File: src/rtl/atm_pkg.sv
// Shared types and constants for the ATM session controller: state encoding,
// display message codes, menu option codes and datapath widths.
package atm_pkg;

    localparam int CODE_W  = 14;
    localparam int FUNDS_W = 32;

    // Default number of consecutive wrong PINs tolerated when lockout is built in.
    localparam int MAX_TRIES_DEF = 3;

    // Menu option codes entered on the keypad while the option menu is shown.
    localparam int OPT_WITHDRAW_CODE = 1;
    localparam int OPT_BALANCE_CODE  = 2;
    localparam int OPT_EXIT_CODE     = 3;

    // Display message codes; 9..15 are never driven.
    localparam logic [3:0] MSG_INSERT   = 4'd0;
    localparam logic [3:0] MSG_PIN      = 4'd1;
    localparam logic [3:0] MSG_BADPIN   = 4'd2;
    localparam logic [3:0] MSG_OPTION   = 4'd3;
    localparam logic [3:0] MSG_AMOUNT   = 4'd4;
    localparam logic [3:0] MSG_NOFUNDS  = 4'd5;
    localparam logic [3:0] MSG_CASH     = 4'd6;
    localparam logic [3:0] MSG_CARDBACK = 4'd7;
    localparam logic [3:0] MSG_BALANCE  = 4'd8;

    typedef enum logic [3:0] {
        ST_IDLE    = 4'd0,
        ST_PIN     = 4'd1,
        ST_BAD_PIN = 4'd2,
        ST_MENU    = 4'd3,
        ST_AMOUNT  = 4'd4,
        ST_NOFUNDS = 4'd5,
        ST_CASH    = 4'd6,
        ST_EJECT   = 4'd7,
        ST_BALANCE = 4'd8
    } atm_state_t;

    // Display message shown in each state.
    function automatic logic [3:0] msg_of_state(input atm_state_t st);
        logic [3:0] m;
        m = MSG_INSERT;
        case (st)
            ST_IDLE:    m = MSG_INSERT;
            ST_PIN:     m = MSG_PIN;
            ST_BAD_PIN: m = MSG_BADPIN;
            ST_MENU:    m = MSG_OPTION;
            ST_AMOUNT:  m = MSG_AMOUNT;
            ST_NOFUNDS: m = MSG_NOFUNDS;
            ST_CASH:    m = MSG_CASH;
            ST_EJECT:   m = MSG_CARDBACK;
            ST_BALANCE: m = MSG_BALANCE;
            default:    m = MSG_INSERT;
        endcase
        return m;
    endfunction

endpackage

File: src/rtl/atm_edge_detect.sv
// Keypad confirm strobe: one-cycle pulse on the rising edge of enter, so a
// held key issues a single command.
module atm_edge_detect (
    input  logic clk,
    input  logic rst_n,
    input  logic enter,
    output logic cmd
);

    logic enter_d;

    // Previous-cycle copy of enter.
    always_ff @(posedge clk or negedge rst_n) begin
        if (!rst_n) begin
            enter_d <= 1'b0;
        end else begin
            enter_d <= enter;
        end
    end

    assign cmd = enter & ~enter_d;

endmodule

File: src/rtl/atm_controller.sv
// ATM session controller: card insertion, PIN check, option menu, withdrawal
// against available funds, balance display and card ejection.
// Optional build macro ATM_PIN_LOCKOUT_EN: after MAX_TRIES consecutive wrong
// PINs the card is ejected instead of prompting again. Without it, retries
// are unlimited and no try counter is built.
//
// state    | meaning
// ---------+----------------------------------------------------------
// IDLE     | no card, waiting for insertion
// PIN      | card present, waiting for PIN entry
// BAD_PIN  | one-cycle wrong-PIN notice
// MENU     | waiting for option (withdraw / balance / exit)
// AMOUNT   | waiting for withdrawal amount (0 cancels)
// NOFUNDS  | one-cycle insufficient-funds notice
// CASH     | one-cycle dispense strobe
// EJECT    | card being returned, wait for removal
// BALANCE  | one-cycle balance display
module atm_controller
    import atm_pkg::*;
#(
    parameter int MAX_TRIES    = MAX_TRIES_DEF,
    parameter int OPT_WITHDRAW = OPT_WITHDRAW_CODE,
    parameter int OPT_BALANCE  = OPT_BALANCE_CODE,
    parameter int OPT_EXIT     = OPT_EXIT_CODE
) (
    input  logic               clk,
    input  logic               rst_n,
    input  logic               card,
    input  logic               enter,
    input  logic [CODE_W-1:0]  code,
    input  logic [CODE_W-1:0]  exp_pin,
    input  logic [FUNDS_W-1:0] funds,
    output logic [3:0]         msg,
    output logic               cash_trap,
    output logic               eject_card
);

    if (MAX_TRIES < 1) begin : g_bad_max_tries
        $error("MAX_TRIES must be at least 1");
    end

    atm_state_t state;
    atm_state_t state_nxt;
    logic       cmd;
    logic       pin_ok;
    logic       amount_ok;
    logic       lockout;

    atm_edge_detect u_edge (
        .clk   (clk),
        .rst_n (rst_n),
        .enter (enter),
        .cmd   (cmd)
    );

    assign pin_ok    = (code == exp_pin);
    // Amount equal to funds is still a valid withdrawal.
    assign amount_ok = ({{(FUNDS_W-CODE_W){1'b0}}, code} <= funds);

`ifdef ATM_PIN_LOCKOUT_EN
    localparam int TRY_W = $clog2(MAX_TRIES + 1);

    logic [TRY_W-1:0] try_cnt;

    // Consecutive wrong-PIN count; cleared on a good PIN or when the session ends.
    always_ff @(posedge clk or negedge rst_n) begin
        if (!rst_n) begin
            try_cnt <= '0;
        end else if (state_nxt == ST_IDLE) begin
            try_cnt <= '0;
        end else if (state == ST_PIN && card && cmd) begin
            if (pin_ok) begin
                try_cnt <= '0;
            end else if (try_cnt != TRY_W'(MAX_TRIES)) begin
                try_cnt <= try_cnt + 1'b1;
            end
        end
    end

    assign lockout = (try_cnt >= TRY_W'(MAX_TRIES));
`else
    assign lockout = 1'b0;
`endif

    // State register.
    always_ff @(posedge clk or negedge rst_n) begin
        if (!rst_n) begin
            state <= ST_IDLE;
        end else begin
            state <= state_nxt;
        end
    end

    // Next-state logic; card removal outranks any keypad command.
    always_comb begin
        state_nxt = state;
        case (state)
            ST_IDLE: begin
                if (card) state_nxt = ST_PIN;
            end
            ST_PIN: begin
                if (!card)    state_nxt = ST_IDLE;
                else if (cmd) state_nxt = pin_ok ? ST_MENU : ST_BAD_PIN;
            end
            ST_BAD_PIN: begin
                if (!card)        state_nxt = ST_IDLE;
                else if (lockout) state_nxt = ST_EJECT;
                else              state_nxt = ST_PIN;
            end
            ST_MENU: begin
                if (!card) begin
                    state_nxt = ST_IDLE;
                end else if (cmd) begin
                    if (code == CODE_W'(OPT_WITHDRAW))     state_nxt = ST_AMOUNT;
                    else if (code == CODE_W'(OPT_BALANCE)) state_nxt = ST_BALANCE;
                    else if (code == CODE_W'(OPT_EXIT))    state_nxt = ST_EJECT;
                end
            end
            ST_AMOUNT: begin
                if (!card) begin
                    state_nxt = ST_IDLE;
                end else if (cmd) begin
                    if (code == '0)     state_nxt = ST_MENU;
                    else if (amount_ok) state_nxt = ST_CASH;
                    else                state_nxt = ST_NOFUNDS;
                end
            end
            ST_NOFUNDS, ST_BALANCE: begin
                state_nxt = card ? ST_MENU : ST_IDLE;
            end
            ST_CASH: begin
                state_nxt = ST_EJECT;
            end
            ST_EJECT: begin
                if (!card) state_nxt = ST_IDLE;
            end
            default: begin
                state_nxt = ST_IDLE;
            end
        endcase
    end

    // Moore outputs decoded from the registered state.
    always_comb begin
        msg        = msg_of_state(state);
        cash_trap  = (state == ST_CASH);
        eject_card = (state == ST_EJECT);
    end

endmodule

File: config.mk
export PLATFORM = sky130hd
export DESIGN_NAME = atm_controller
export DESIGN_NICKNAME = d
export VERILOG_FILES = /design/src/rtl/atm_pkg.sv /design/src/rtl/atm_edge_detect.sv /design/src/rtl/atm_controller.sv
export SDC_FILE = /design/constraint.sdc
export NUM_CORES = 1
export LEC_CHECK = 0
export CORE_ASPECT_RATIO = 2
export CORE_MARGIN = 5
export CORE_UTILIZATION = 39
export CTS_BUF_LIST = sky130_fd_sc_hd__clkbuf_8 sky130_fd_sc_hd__clkbuf_16
export DETAILED_ROUTE_END_ITERATION = 16
export GPL_ROUTABILITY_DRIVEN = 0
export PLACE_DENSITY = 0.94
export SLEW_MARGIN = 20
export SYNTH_ARGS = -nofsm -noshare
export SYNTH_HDL_FRONTEND = slang
export SYNTH_SLANG_ARGS = --single-unit
File: constraint.sdc
create_clock -name clk -period 4 [get_ports clk]
set_input_delay 0.6 -clock clk [delete_from_list [all_inputs] [get_ports clk]]
set_output_delay 0.6 -clock clk [all_outputs]
set_load 0.01 [all_outputs]
### Yosys cells after proc, flatten, opt, wreduce, memory -nomap -nowiden

Memory sizes are Yosys's and may differ from the RTL's.
Cells that the tools add are included.

* input port bits: 64
* logic and storage cells: 45
* output and inout port bits: 6
* memory bits (read-only): 64
* memories: 1
* register bits: 5

* order comparisons: 1
* bitwise logic cells: 2
* mux-type cells: 17
* reduce and logical (&&, ||, !) cells: 4
* equality and inequality tests: 18

Memories
* (no name shown): depth 16, width 4, rd ports 1, clocked after memory_dff 0, write ports 0, line atm_pkg.sv:43 `case (st)`

Operators by type and width (number)
* $mux 4: 11
* $le 14x32->1: 1
* $pmux 4 s8: 1
* $eq 14x2->1 const B: 2
* $eq 4x3->1 const B: 4
* $eq 14x1->1 const B: 1
* $eq 14x14->1: 1
* $logic_not 14->1: 1
* $ne 3x3->1 const B: 3
* $eq 4x2->1 const B: 2
* $reduce_and 6->1: 1
* $ne 5x5->1 const B: 1
* $eq 4x1->1 const B: 1
* $eq 4x4->1 const B: 1
* $logic_not 4->1: 1
* $mux 2: 2
* $ne 2x2->1 const B: 2
* $mux 3: 1
* $mux 1: 2
* $reduce_or 2->1: 1
* $and 1x1->1: 1
* $not 1->1: 1

### Logic depth before layout (Yosys ltp)

* depth after elaboration: 7
* gate-level depth with buffers: 9
* mapped depth without buffers: 8

### Modules after synthesis

A second synthesis with hierarchy kept.

* cell total of the unflattened synthesis: 143
* area, all modules: 1108.6 um^2

By module, submodules not included
* atm_controller: times used 1, seq. area each 100.1 um^2, cells each 141, area each 1069.8 um^2
* atm_edge_detect: times used 1, seq. area each 25.0 um^2, cells each 2, area each 38.8 um^2

### Worst setup path after synthesis

No wires, ideal clock.

* path kind: input -> register
* from: in funds[13]
* to: reg state[1]
* path buffers: 0
* path slack: 1.575 ns
* data arrival time: 2.299 ns
* cell stages on the path: 8
* required time: 3.874 ns
* library setup time: 0.126 ns
* path through: inv_1 -> ha_1 -> nand4_1 -> or4_1 -> a211o_1 -> a31oi_2 -> a21boi_1 -> o32a_1

* word-level cells in the longest chain between the ends: 6

RTL lines
* from (decl): line atm_controller.sv:32 `input logic [FUNDS_W-1:0] funds,`
* $le 14x32->1: line atm_controller.sv:58 `assign amount_ok = ({{(FUNDS_W-CODE_W){1'b0}}, code} <= funds);`
* $mux 2: line atm_controller.sv:124 `else if (amount_ok) state_nxt = ST_CASH;`
* $mux 3: line atm_controller.sv:123 `if (code == '0) state_nxt = ST_MENU;`
* $mux 4: line atm_controller.sv:122 `end else if (cmd) begin`
* $mux 4: line atm_controller.sv:120 `if (!card) begin`
* $pmux 4 s8: line atm_controller.sv:97 `case (state)`
* to (signal assigned): line atm_controller.sv:90 `state <= state_nxt;`
* to (decl): line atm_controller.sv:42 `atm_state_t state;`

No other way between the ends. The select of a mux whose other input is x is not followed.
A chain may end at the register's enable or synchronous reset.

### Final worst setup path

* from: in code[9]
* to: reg state[1]

* word-level cells in the longest chain between the ends: 6
* elaborated cells between the ends (all ways): 16
* classes of those cells: order compare (1); eq/ne (4); mux (9); reduce/logical (2)

RTL lines
* from (decl): line atm_controller.sv:30 `input logic [CODE_W-1:0] code,`
* $le 14x32->1 / $eq 14x2->1 (equally long branches): line atm_controller.sv:58, atm_controller.sv:115
* $mux 2 / $mux 4 (equally long branches): line atm_controller.sv:124, atm_controller.sv:115
* $mux 3 / $mux 4 (equally long branches): line atm_controller.sv:123, atm_controller.sv:114
* $mux 4, on equally long branches: line atm_controller.sv:122, atm_controller.sv:113
* $mux 4, on equally long branches: line atm_controller.sv:120, atm_controller.sv:111
* $pmux 4 s8: line atm_controller.sv:97

Several ways; a longest one is shown, not always the timed one. The select of a mux whose other input is x is not followed.

==> metrics.cfg <==
[cells_and_area]
final_layout_size_suffix_gt1_share_pct=2.804
final_cell_count_no_fill=242
nets=293
design_area_sq_mm=0.001805
layout.core_utilization_pct=70.25
insertedDiodeCount=0
commonest_non_fill_non_tap_cell_in_the_layout=clkdlybuf4s50_1
flow.area_growth_from_synthesis_pct=70.57
final_cell_mix=69 x clkdlybuf4s50_1, 18 x inv_1, 14 x ha_1, 10 x nor4_1, 10 x o21ai_0
num-fill-cells=201

[sta]
final-setup-viol-count=0
max_slew_margin_pct=66.90
post-route-worst-setup-slack_ns=1.204
timing_worst_slew_pin_value_ns=0.4920
fmaxAchievable_mhz=357.6
rsz0062_at_grt=false
fin_worst_hold_slack_ns=0.6120
period_minus_slack_ns=2.796
fin_tns_setup_ns=0
timing.final.crit_share_pct=69.91
final_max_slew_viol_count=0
timing_hold_violations_final=0
fin_skew_ns=0.001359

[grt]
wire_length_of_the_first_global_routing_pass_mm=5.982
first_global_vias=1461
grtUsageTotal_pct=20.02
grt_max_degree=15
grt_antenna_before_repair=0
grt_overflow_total=0

[die]
rows=26
core-area_sq_mm=0.002570
die_w_um=46.84
die_area_sq_mm=0.003919
ioPinCount=70
start_util_pct=41.19
chipHeight_um=83.68

[job]
maxCapViolCount=0

[drt]
drt-total-wl_mm=3.827
via_count=1402
routedWlPerCell_um=15.81
dr.pass1.iters=4
post-route-drc-count=0
drt_iter0_markers=51
drt-vias-per-instance=5.793
ant_nets=0

[clocking]
clock_tree_from_tritoncts=yes
cts.repair.resized=0
clkLatencyLatePin_ns=0.23
clkTransAtPathRegs_ns=0.04
htreeDepth=1
clock_sink_count=5
holdBufCountCts=0
clk_root_buffer_cell=clkbuf_8
cts_made_buffers=3
cts.repair_timing.setup_buffer_count=0
maximum_buffer_depth_of_the_clock_tree=2

[hold_path]
hold_path.class=primary input to async pin

[place]
port_buffers=69
pre_cts_slack_ns=0.9797
placement.cell_area_sq_mm=0.001760
place_inst=238
place_hpwl_mm=3.340

[pwr]
power_density_mw_per_mm2=299.3
power.leakage_nw=0.7358
vdd.ir_drop.worst_v=0.0001533
design_power_total_mw=0.5404

[status]
result_of_the_run=finished, final reports clean

[critical_path]
critPathKind=primary input to flop
type_of_destination_of_the_critical_path=flop
crit_path_max_fanout=3
timing.critical_path.from_type=primary input
timing.critical_path.arrival_ns=2.90
reg2regPathDepth=6
critPathRequiredTime_ns=4.11

[synth]
cell_area_after_technology_mapping_sq_mm=0.001059
asyncSetResetFlopFracSynth_pct=100.0
ys_ff_latch=5
synth_edf_count=0
synth.net_count=225
synth_top_family_by_area=simple AND/OR/NAND/NOR gates
ys_seq_area_share_pct=11.82
post_synth_inst_count=147
adder_cell_share_of_the_synthesized_area_pct=16.55
synth_area_in_compound_gates_pct=19.15
yosysUniqueCellTypes=36
post_synth_and_or_nand_nor_area_fraction_pct=30.85
share_of_cell_area_taken_by_muxes_after_synthesis_pct=0.9456
synthFlopType=dfrtp_1
avg_cell_area_syn_sq_um=7.201
synth_xor_area_share_pct=12.41
synth-warning-count=0

-- state kept, by name, summed over array words and instances (netlist names) --
| name | cells |
|---|---|
| u_edge.enter_d | 1 |
| state | 4 |
-- synthesized netlist by cell type, types with 5 or more instances --
library cell  number  share of area, %
nor2_1             9               3.2
nor4_1            10               5.9
o21ai_0           10               4.7
nand2_1            8               2.8
nand4_1            9               5.3
a21oi_1            7               3.3
dfrtp_1            5                12
xor2_1             8               6.6
ha_1              14                17
nor3_1             6               2.8
xnor2_1            7               5.8
clkbuf_1           5               1.8
inv_1             17               6.0
-- worst paths after layout --
path,start,to,slack [ns]
max,code[9],state[1],1.20
min,rst_n,state[1],0.61
max reg2reg,state[2],state[0],1.89
min reg2reg,state[2],state[2],0.74
max in group asynchronous,rst_n,state[3],3.18
min in group clk,state[2],state[2],0.74
-- layout make-up --
| class | count | area [sq um] | share of cell area (%) |
|---|---|---|---|
| multi-input combinational | 119 | 845.8 | 46.85 |
| timing repair buffer | 69 | 690.7 | 38.25 |
| sequential | 5 | 125.1 | 6.930 |
| inverter | 17 | 63.81 | 3.534 |
| clock buffer | 3 | 41.29 | 2.287 |
| tap | 28 | 35.03 | 1.940 |
| clock inverter | 1 | 3.754 | 0.2079 |
-- worst max-delay path: stages --
cell	delay (ns)
clkdlybuf4s50_1	0.48
ha_1	0.34
nand4_1	0.12
or4_1	0.48
a211o_1	0.29
a31oi_2	0.19
a21boi_1	0.09
o32a_1	0.32
-- report_power, final --
group / internal, mW / switching, mW / total, mW
clock: 0.0661 / 0.0284 / 0.0945
combinational: 0.183 / 0.147 / 0.329
sequential: 0.0675 / 0.0489 / 0.116
total: 0.316 / 0.224 / 0.540
-- cells by family after synthesis --
logic type	after synthesis
AOI/OAI and AO/OA	31
xor gates and xnor gates	15
adders and majority gates	14
buffers and inverters	23
DFF	5
muxes	1
and+or+nand+nor	58
-- routing by layer --
metal	GRT usage, %	vias to the layer above	wire (um)
met4	9.068	0	82
met1	17.38	644	1176
met2	40.77	71	2390
met3	0.2160	8	178
met5	0	-	0
li1	-	679	-
Power figures use the tool's default switching activity.
